[src/rtl/fetch_pkg.sv]
// Shared types and constants for the fetch sequencer: FSM state encoding,
// datapath widths and the ECALL opcode.
package fetch_pkg;

  localparam int PC_W    = 64;
  localparam int INSTR_W = 32;

  localparam logic [INSTR_W-1:0] ECALL_INSTR = 32'h00000073;

  typedef enum logic [1:0] {
    ST_ISSUE   = 2'd0,
    ST_CAPTURE = 2'd1,
    ST_PRESENT = 2'd2,
    ST_HALT    = 2'd3
  } state_t;

endpackage

[src/rtl/fetch_sequencer_cla64.sv]
// 64-bit carry-lookahead adder: 4-bit lookahead groups with group carries
// chained across the word.
module Cla64bit (
  input  logic [63:0] a,
  input  logic [63:0] b,
  input  logic        cin,
  output logic [63:0] sum,
  output logic        cout
);

  logic [63:0] p;
  logic [63:0] g;
  logic [64:0] carry;
  logic        grp_g;
  logic        grp_p;

  assign p = a ^ b;
  assign g = a & b;

  always_comb begin
    carry    = '0;
    grp_g    = 1'b0;
    grp_p    = 1'b0;
    carry[0] = cin;
    for (int k = 0; k < 16; k++) begin
      grp_g = g[4*k+3] | (p[4*k+3] & g[4*k+2]) | (p[4*k+3] & p[4*k+2] & g[4*k+1])
            | (p[4*k+3] & p[4*k+2] & p[4*k+1] & g[4*k]);
      grp_p = &p[4*k +: 4];
      carry[4*k+1] = g[4*k] | (p[4*k] & carry[4*k]);
      carry[4*k+2] = g[4*k+1] | (p[4*k+1] & g[4*k]) | (p[4*k+1] & p[4*k] & carry[4*k]);
      carry[4*k+3] = g[4*k+2] | (p[4*k+2] & g[4*k+1]) | (p[4*k+2] & p[4*k+1] & g[4*k])
                   | (p[4*k+2] & p[4*k+1] & p[4*k] & carry[4*k]);
      carry[4*k+4] = grp_g | (grp_p & carry[4*k]);
    end
  end

  assign sum  = p ^ carry[63:0];
  assign cout = carry[64];

endmodule

[src/rtl/fetch_sequencer.sv]
// Fetch sequencer: owns the PC, drives instruction memory, presents fetched
// words to decode over valid/ready. Optional macro: HALT_ON_ECALL_EN.
module fetch_sequencer
  import fetch_pkg::*;
#(
  parameter logic [PC_W-1:0] RESET_PC = '0,
  parameter logic [PC_W-1:0] MAX_PC   = 64'd255
) (
  input  logic               clk,
  input  logic               reset,
  output logic [PC_W-1:0]    imem_pc,
  input  logic [INSTR_W-1:0] imem_instr,
  output logic [INSTR_W-1:0] instr_out,
  output logic [PC_W-1:0]    pc_out,
  output logic               instr_valid,
  input  logic               instr_ready,
  input  logic               redirect_valid,
  input  logic [PC_W-1:0]    redirect_target,
  output logic               halt,
  output logic [31:0]        fetch_count
);

  // Handshake: a word transfers on any edge where instr_valid & instr_ready.
  // Once raised, instr_valid, instr_out and pc_out hold until that transfer,
  // a redirect, or reset.

  state_t              state_q, state_d;
  logic [PC_W-1:0]     pc_q, pc_d;
  logic [PC_W-1:0]     pc_inc;
  logic                inc_cout;
  logic [INSTR_W-1:0]  instr_d;
  logic [PC_W-1:0]     pc_out_d;
  logic                valid_d;
  logic [31:0]         count_d;
  logic                fire;
  logic                inc_ok;
  logic                redir_ok;
  logic                ecall_stop;

  Cla64bit u_pc_inc (
    .a    (pc_q),
    .b    (64'd1),
    .cin  (1'b0),
    .sum  (pc_inc),
    .cout (inc_cout)
  );

  assign imem_pc  = pc_q;
  assign halt     = (state_q == ST_HALT);
  assign fire     = (state_q == ST_PRESENT) && instr_valid && instr_ready;
  // Wrap of an all-ones pc counts as out of range.
  assign inc_ok   = !inc_cout && (pc_inc <= MAX_PC);
  assign redir_ok = (redirect_target <= MAX_PC);

`ifdef HALT_ON_ECALL_EN
  assign ecall_stop = fire && (instr_out == ECALL_INSTR);
`else
  assign ecall_stop = 1'b0;
`endif

  always_comb begin
    state_d  = state_q;
    pc_d     = pc_q;
    instr_d  = instr_out;
    pc_out_d = pc_out;
    valid_d  = instr_valid;
    count_d  = fetch_count;
    unique case (state_q)
      ST_ISSUE, ST_CAPTURE: begin
        if (redirect_valid) begin
          valid_d = 1'b0;
          if (redir_ok) begin
            pc_d    = redirect_target;
            state_d = ST_ISSUE;
          end else begin
            state_d = ST_HALT;
          end
        end else if (state_q == ST_ISSUE) begin
          state_d = ST_CAPTURE;
        end else begin
          instr_d  = imem_instr;
          pc_out_d = pc_q;
          valid_d  = 1'b1;
          state_d  = ST_PRESENT;
        end
      end
      ST_PRESENT: begin
        if (fire) begin
          valid_d = 1'b0;
          if (fetch_count != 32'hFFFF_FFFF) count_d = fetch_count + 32'd1;
        end
        // Redirect outranks pc + 1 but never suppresses a completing handshake.
        if (ecall_stop) begin
          state_d = ST_HALT;
        end else if (redirect_valid) begin
          valid_d = 1'b0;
          if (redir_ok) begin
            pc_d    = redirect_target;
            state_d = ST_ISSUE;
          end else begin
            state_d = ST_HALT;
          end
        end else if (fire) begin
          if (inc_ok) begin
            pc_d    = pc_inc;
            state_d = ST_ISSUE;
          end else begin
            state_d = ST_HALT;
          end
        end
      end
      ST_HALT: begin
        valid_d = 1'b0;
      end
      default: begin
        state_d = ST_HALT;
        valid_d = 1'b0;
      end
    endcase
  end

  always_ff @(posedge clk) begin
    if (reset) begin
      state_q     <= ST_ISSUE;
      pc_q        <= RESET_PC;
      instr_out   <= '0;
      pc_out      <= '0;
      instr_valid <= 1'b0;
      fetch_count <= '0;
    end else begin
      state_q     <= state_d;
      pc_q        <= pc_d;
      instr_out   <= instr_d;
      pc_out      <= pc_out_d;
      instr_valid <= valid_d;
      fetch_count <= count_d;
    end
  end

endmodule

[config.mk]
export PLATFORM = sky130hd
export DESIGN_NAME = fetch_sequencer
export DESIGN_NICKNAME = d
export VERILOG_FILES = /design/src/rtl/fetch_pkg.sv /design/src/rtl/fetch_sequencer_cla64.sv /design/src/rtl/fetch_sequencer.sv
export SDC_FILE = /design/constraint.sdc
export NUM_CORES = 1
export LEC_CHECK = 0
export ABC_AREA = 0
export CAP_MARGIN = 30
export CORE_ASPECT_RATIO = 0.8
export CORE_MARGIN = 1.5
export CORE_UTILIZATION = 34
export DETAILED_ROUTE_END_ITERATION = 10
export RECOVER_POWER = 100
export SLEW_MARGIN = 20
export SYNTH_ARGS = -nofsm -noshare
export SYNTH_HDL_FRONTEND = slang
export SYNTH_SLANG_ARGS = --single-unit
[constraint.sdc]
create_clock -name clk -period 4.4 [get_ports clk]
set_clock_uncertainty 0.15 [all_clocks]
set_input_delay 0.88 -clock clk [delete_from_list [all_inputs] [get_ports clk]]
set_output_delay 0.88 -clock clk [all_outputs]
set_load 0.02 [all_outputs]
* After elaboration in Yosys (flattened, before gate mapping)
Index checks and enable logic that the tools add are counted.
** Word-level totals
- Register bits after elaboration :: 195
- Input port bits :: 100
** Cells by class
- Bitwise logic cells :: 115
- Add/sub/neg operators :: 1
- Reduce and logical (&&, ||, !) cells :: 27
- $lt $le $gt $ge :: 2
- Mux-type cells :: 18
- Equal/unequal tests :: 8
** Operator list (number)
- $mux W64 :: 5
- $le A64 B8 Y1 const B :: 2
- $pmux W64 S2 :: 1
- $and A1 B1 Y1 :: 111
- $reduce_and A4 Y1 :: 16
- $xor A64 B64 Y64 :: 1
- $add A32 B1 Y32 const B :: 1
- $ne A32 B32 Y1 const B :: 1
- $mux W2 :: 6
- $ne A3 B3 Y1 const B :: 3
- $reduce_and A3 Y1 :: 2
- $eq A2 B2 Y1 const B :: 2
- $mux W1 :: 4
- $pmux W2 S2 :: 1
- $reduce_and A2 Y1 :: 2
- $logic_and A1 B1 Y1 :: 3
- $not A1 Y1 :: 3
- $pmux W1 S3 :: 1
- $eq A2 B1 Y1 const B :: 1
- $logic_not A2 Y1 :: 1
- $ne A2 B2 Y1 const B :: 1
- $reduce_bool A2 Y1 :: 1
- $reduce_or A2 Y1 :: 1
- $logic_not A1 Y1 :: 1

* Longest topological paths before layout
- Depth after elaboration :: 25
- Mapped depth :: 16
- Mapped depth without buffers :: 14

* Cells and area by module
A second synthesis with hierarchy kept.
** Second synthesis, totals
- Cells, all modules :: 1184
- Area, all modules :: 10044.6 µm²
** By module, submodules not included
- fetch_sequencer :: seq. area each 3903.7 µm², area an instance 7257.0 µm², times used 1, cells an instance 841
- Cla64bit :: seq. area each 0.0 µm², area an instance 2787.7 µm², times used 1, cells an instance 343

* Least setup slack after synthesis
No wires, ideal clock.
- Kind :: reg2reg
- From :: register pc_q[5] (netlist: imem_pc[5])
- To :: register pc_q[10] (netlist: imem_pc[10])
- Data arrival time :: 3.482 ns
- Period minus slack after synthesis :: 3.747 ns
- Setup time :: 0.115 ns
- Path slack :: 0.653 ns
- Stages on the path, launching flop included :: 16
- Cells stage by stage :: dfxtp_1 > nand4_1 > or4_1 > buf_2 > nor3_1 > ha_1 > nor4_1 > nand4_1 > nor4_1 > o21ai_0 > nor3_1 > and4b_1 > buf_2 > a311oi_4 > clkbuf_2 > and2_1
** On the way
- Cells in the longest elaborated chain, start to end :: 21
** RTL lines
- start: declaration :: RTL line fetch_sequencer.sv:28 : logic [PC_W-1:0] pc_q, pc_d;
- start signal: assignment :: RTL line fetch_sequencer.sv:132 : pc_q <= pc_d;
- $reduce_and A4 Y1 :: RTL line fetch_sequencer_cla64.sv:28 : grp_p = &p[4*k +: 4];
- $and A1 B1 Y1 (14 in series) :: RTL line fetch_sequencer_cla64.sv:33 : carry[4*k+4] = grp_g | (grp_p & carry[4*k]);
- $and A1 B1 Y1, on equally long branches :: RTL line fetch_sequencer_cla64.sv:29, fetch_sequencer_cla64.sv:30, fetch_sequencer_cla64.sv:32
- $xor A64 B64 Y64 :: RTL line fetch_sequencer_cla64.sv:37 : assign sum = p ^ carry[63:0];
- $le A64 B8 Y1 :: RTL line fetch_sequencer.sv:52 : assign inc_ok = !inc_cout && (pc_inc <= MAX_PC);
- $logic_and A1 B1 Y1 :: RTL line fetch_sequencer.sv:52
- $ne A3 B3 Y1 (no line)
- $reduce_and A4 Y1 (no line)
Parallel ways exist; a longest one is shown, timed or not. The select of a mux whose other input is x is not followed.
A chain may end at the register's enable or synchronous reset.

* Worst setup path in the final report
- From :: register pc_q[3] (netlist: imem_pc[3])
- To :: register pc_q[43] (netlist: imem_pc[43])
** On the way
- Cells in the longest elaborated chain, start to end :: 23
** RTL lines
- $and A1 B1 Y1 (3 in series) :: RTL line fetch_sequencer_cla64.sv:27 : | (p[4*k+3] & p[4*k+2] & p[4*k+1] & g[4*k]);
- $and A1 B1 Y1 (14 in series) :: RTL line fetch_sequencer_cla64.sv:33
- $and A1 B1 Y1, on equally long branches :: RTL line fetch_sequencer_cla64.sv:29, fetch_sequencer_cla64.sv:30, fetch_sequencer_cla64.sv:32
- $xor A64 B64 Y64 :: RTL line fetch_sequencer_cla64.sv:37
- $le A64 B8 Y1 :: RTL line fetch_sequencer.sv:52
- $logic_and A1 B1 Y1 :: RTL line fetch_sequencer.sv:52
- $ne A3 B3 Y1 (no line)
- $reduce_and A4 Y1 (no line)
Parallel ways exist; a longest one is shown, timed or not. The select of a mux whose other input is x is not followed.

==> run summary <==
Final Routed Wirelength = 24740 um
# fillers = 2194
Data arrival, critical path = 4190 ps
Layout Area Growth over Synthesis = 49.86%
Fin. max-slew vios = 64
RR Startpoint = imem_pc[3]$_SDFFE_PP0P_
DRC = 0
Die W = 173.1 um
Commonest cells post-synth = nand2_1, dfxtp_1, a21oi_1
Synth area leader = dfxtp_1
Buf/Inv on CP = 1
Critical Path RT = 4570 ps
Min Clock Period, post-route = 4019 ps
Post-synthesis sequential area ratio = 0.4962
Synth unique cells = 50
Yosys reg bits = 195
Routability cong. = 0.8379
Iter 0 DRT Violations = 344
Period utilisation layout = 0.9134
Worst Setup End Kind = flop
Delay-heaviest family, CP = simple AND/OR/NAND/NOR gates
Final hold vios = 0
Primary FF master, synth = dfxtp_1
Via count = 7498
Number of diodes = 0
EDFF count, synth = 0
Status = finished, violations left
Internal reg-to-reg setup slack = 380 ps
DIE HEIGHT = 139.1 um
Layout cells sized above 1 = 0.05149
Final ANT Viol Nets = 0
Hold/Removal Path Class = reg2reg
Syn avg cell area = 8.352 um2
Crit path cell chain = nand4_4 > or4_4 > nor3_1 > ha_1 > nor4_1 > nand4_1 > nor4_1 > o21ai_0 > nor3_1 > and4b_1 > a311oi_4 > buf_4 > and2_0
Crit. path cell count = 13
Slowest CP cell = or4_4
Site Rows = 49
Vias in the first global route = 7121
Relative slew margins = -0.4975
WS Path Type = reg2reg
Worst ir drop on vdd = 0.0001922 V
Number of I/O port buffers = 293
Die area = 24070 um2
Gr ovfl total = 0
Detailed Place HPWL = 17850 um
First-pass GRT wire length = 40170 um
Vias per Instance = 4.841
Fmax = 0.2488 GHz
Mapped Cells = 942
Most frequent cell after synthesis = nand2_1
CTS H-tree depth = 4
GR Util All Layers = 0.2082
Met3 Usage GRT = 0.06195
Post-CTS setup buffers = 0
WL per Instance = 15.97 um
M1 GR Usage = 0.3054
Leak = 4.898 nW
Max stage delay on crit path = 640 ps
Largest net degree at the start of global routing = 84
Initial antenna violation count = 0
Worst-margin pin slew = 2241 ps
Clk root buf = clkbuf_16
Hold WS = 299.9 ps
1st-pass router iterations = 5
RSZ-0062 raised after global routing = false
Max-Cap Viols = 1
GR peak layer = met1
TNS Setup = 0 ps
R2r worst-path depth = 13
Core Area = 22560 um2
CP endpoint = imem_pc[43]$_SDFFE_PP0P_
Syn_nets = 1052
Hold depth = 2
Crit. Startpoint = imem_pc[3]$_SDFFE_PP0P_
Post-synth top area share = 0.4962
Reg-to-reg endpoint = imem_pc[43]$_SDFFE_PP0P_
TritonCTS clock tree = built
Post-Syn Area = 7868 um2
Type of origin of the critical path = flop
Async SR Flop Fraction = 0
Violated checks = max-capacitance violations, max-slew violations
Crit-path max FO = 42
Area contributors post-synth = dfxtp_1, nand2_1, a21oi_1
CTS buffer count = 17
Skew-Pair Late Insertion Delay = 430 ps
Io pins = 294
Met2 Use GR = 0.2912
YS warnings = 0
Initial core utilization = 0.3487
Max Root-Sink Buffers = 2
# nets final = 1340
Setup violators final = 0
Power Density = 309.2 nW/um2
Clock Pin Slew Worst Setup and Hold Paths = 70 ps
CTS sink count = 195
[how the worst min path moves through the flow]
stage | start | to | slack (ps)
after floorplan | instr_out[0]$_SDFFE_PP0P_ | instr_out[0]$_SDFFE_PP0P_ | 380
after global placement | instr_out[8]$_SDFFE_PP0P_ | instr_out[8]$_SDFFE_PP0P_ | 290
after detailed placement | instr_out[1]$_SDFFE_PP0P_ | instr_out[1]$_SDFFE_PP0P_ | 300
after CTS | instr_out[1]$_SDFFE_PP0P_ | instr_out[1]$_SDFFE_PP0P_ | 310
after global routing | pc_out[54]$_SDFFE_PP0P_ | pc_out[54]$_SDFFE_PP0P_ | 310
final | instr_out[8]$_SDFFE_PP0P_ | instr_out[8]$_SDFFE_PP0P_ | 300
[report_power, final]
part	switching (W)	internal (W)	leakage (nW)	total, W
sequential	0.0000117	0.00178	1.57	0.00179
combinational	0.000132	0.000127	3.03	0.000259
clock	0.000735	0.000860	0.297	0.00160
[per-layer routing]
metal / up-vias / share of wire
li1: 3800 / -
met1: 3436 / 0.50
met2: 237 / 0.41
met3: 25 / 0.071
met4: 0 / 0.014
met5: - / 0
[per-stage QoR]
step / total power (W) / util / instance area, um2 / cells / setup slack, ps
floorplan: 0.001939 / - / 7868 / 942 / 652.9
global placement: 0.002100 / 0.4971 / 11220 / 1517 / 338.1
detailed placement: 0.002100 / 0.4971 / 11220 / 1517 / 267.7
CTS: 0.003702 / 0.5236 / 11810 / 1549 / 250.0
global route: 0.003784 / 0.5226 / 11790 / 1549 / 75.93
finish: 0.003646 / 0.5226 / 11790 / 1549 / 381.2
[cells in the final DEF (no fill, tap or decap), types with 6 or more instances in the layout]
| cell type | netlist | routed |
|---|---|---|
| a21oi_1 | 107 | 107 |
| and2_0 | 0 | 11 |
| and2_1 | 57 | 45 |
| and3_1 | 9 | 9 |
| and4_1 | 9 | 9 |
| buf_4 | 0 | 16 |
| clkbuf_1 | 33 | 6 |
| clkbuf_16 | 0 | 17 |
| clkdlybuf4s50_1 | 0 | 97 |
| dfxtp_1 | 195 | 195 |
| dlygate4sd3_1 | 0 | 195 |
| ha_1 | 10 | 10 |
| inv_1 | 16 | 16 |
| mux2i_1 | 6 | 6 |
| nand2_1 | 222 | 222 |
| nand3_1 | 22 | 22 |
| nand4_1 | 25 | 25 |
| nor2_1 | 63 | 63 |
| nor3_1 | 26 | 26 |
| nor4_1 | 29 | 29 |
| o21ai_0 | 9 | 9 |
| or3_1 | 6 | 6 |
| xnor2_1 | 15 | 15 |
| xor2_1 | 21 | 21 |
[state kept, by name, indices dropped and copies added (netlist names)]
name and count:
instr_valid 1, pc_out 64, fetch_count 32, instr_out 32
imem_pc 64, state_q 2
[kinds of logic after synthesis]
logic type,after synthesis,share of synthesized area
xor+xnor,36,0.04008
simple gates,489,0.3017
mux,6,0.007634
buf+inv,63,0.03117
fa+ha+maj,10,0.01590
compound gates,143,0.1073
flops,195,0.4962
[cell type report]
type	count	area, um2	area share
clock inverters	14	167.7	0.01422
multi-input cells	684	3725	0.3159
flip-flops and latches	195	3904	0.3311
clock buffers	18	429.2	0.03640
repair buffers	316	3122	0.2648
well taps	306	382.9	0.03247
inverters	16	60.06	0.005094
[worst register-to-register path, stage by stage, from the launching register on]
cell and delay [ps]:
dfxtp_1 380, nand4_4 170, or4_4 640, nor3_1 200, ha_1 260, nor4_1 280, nand4_1 120, nor4_1 220
o21ai_0 160, nor3_1 190, and4b_1 390, a311oi_4 220, buf_4 310, and2_0 220
[timing repair]
item	CTS	global route
setup endpoints to repair	0	38
resized for setup	0	1
endpoints found under the hold margin	0	0
hold buffers	0	0
Power figures use the tool's default switching activity.
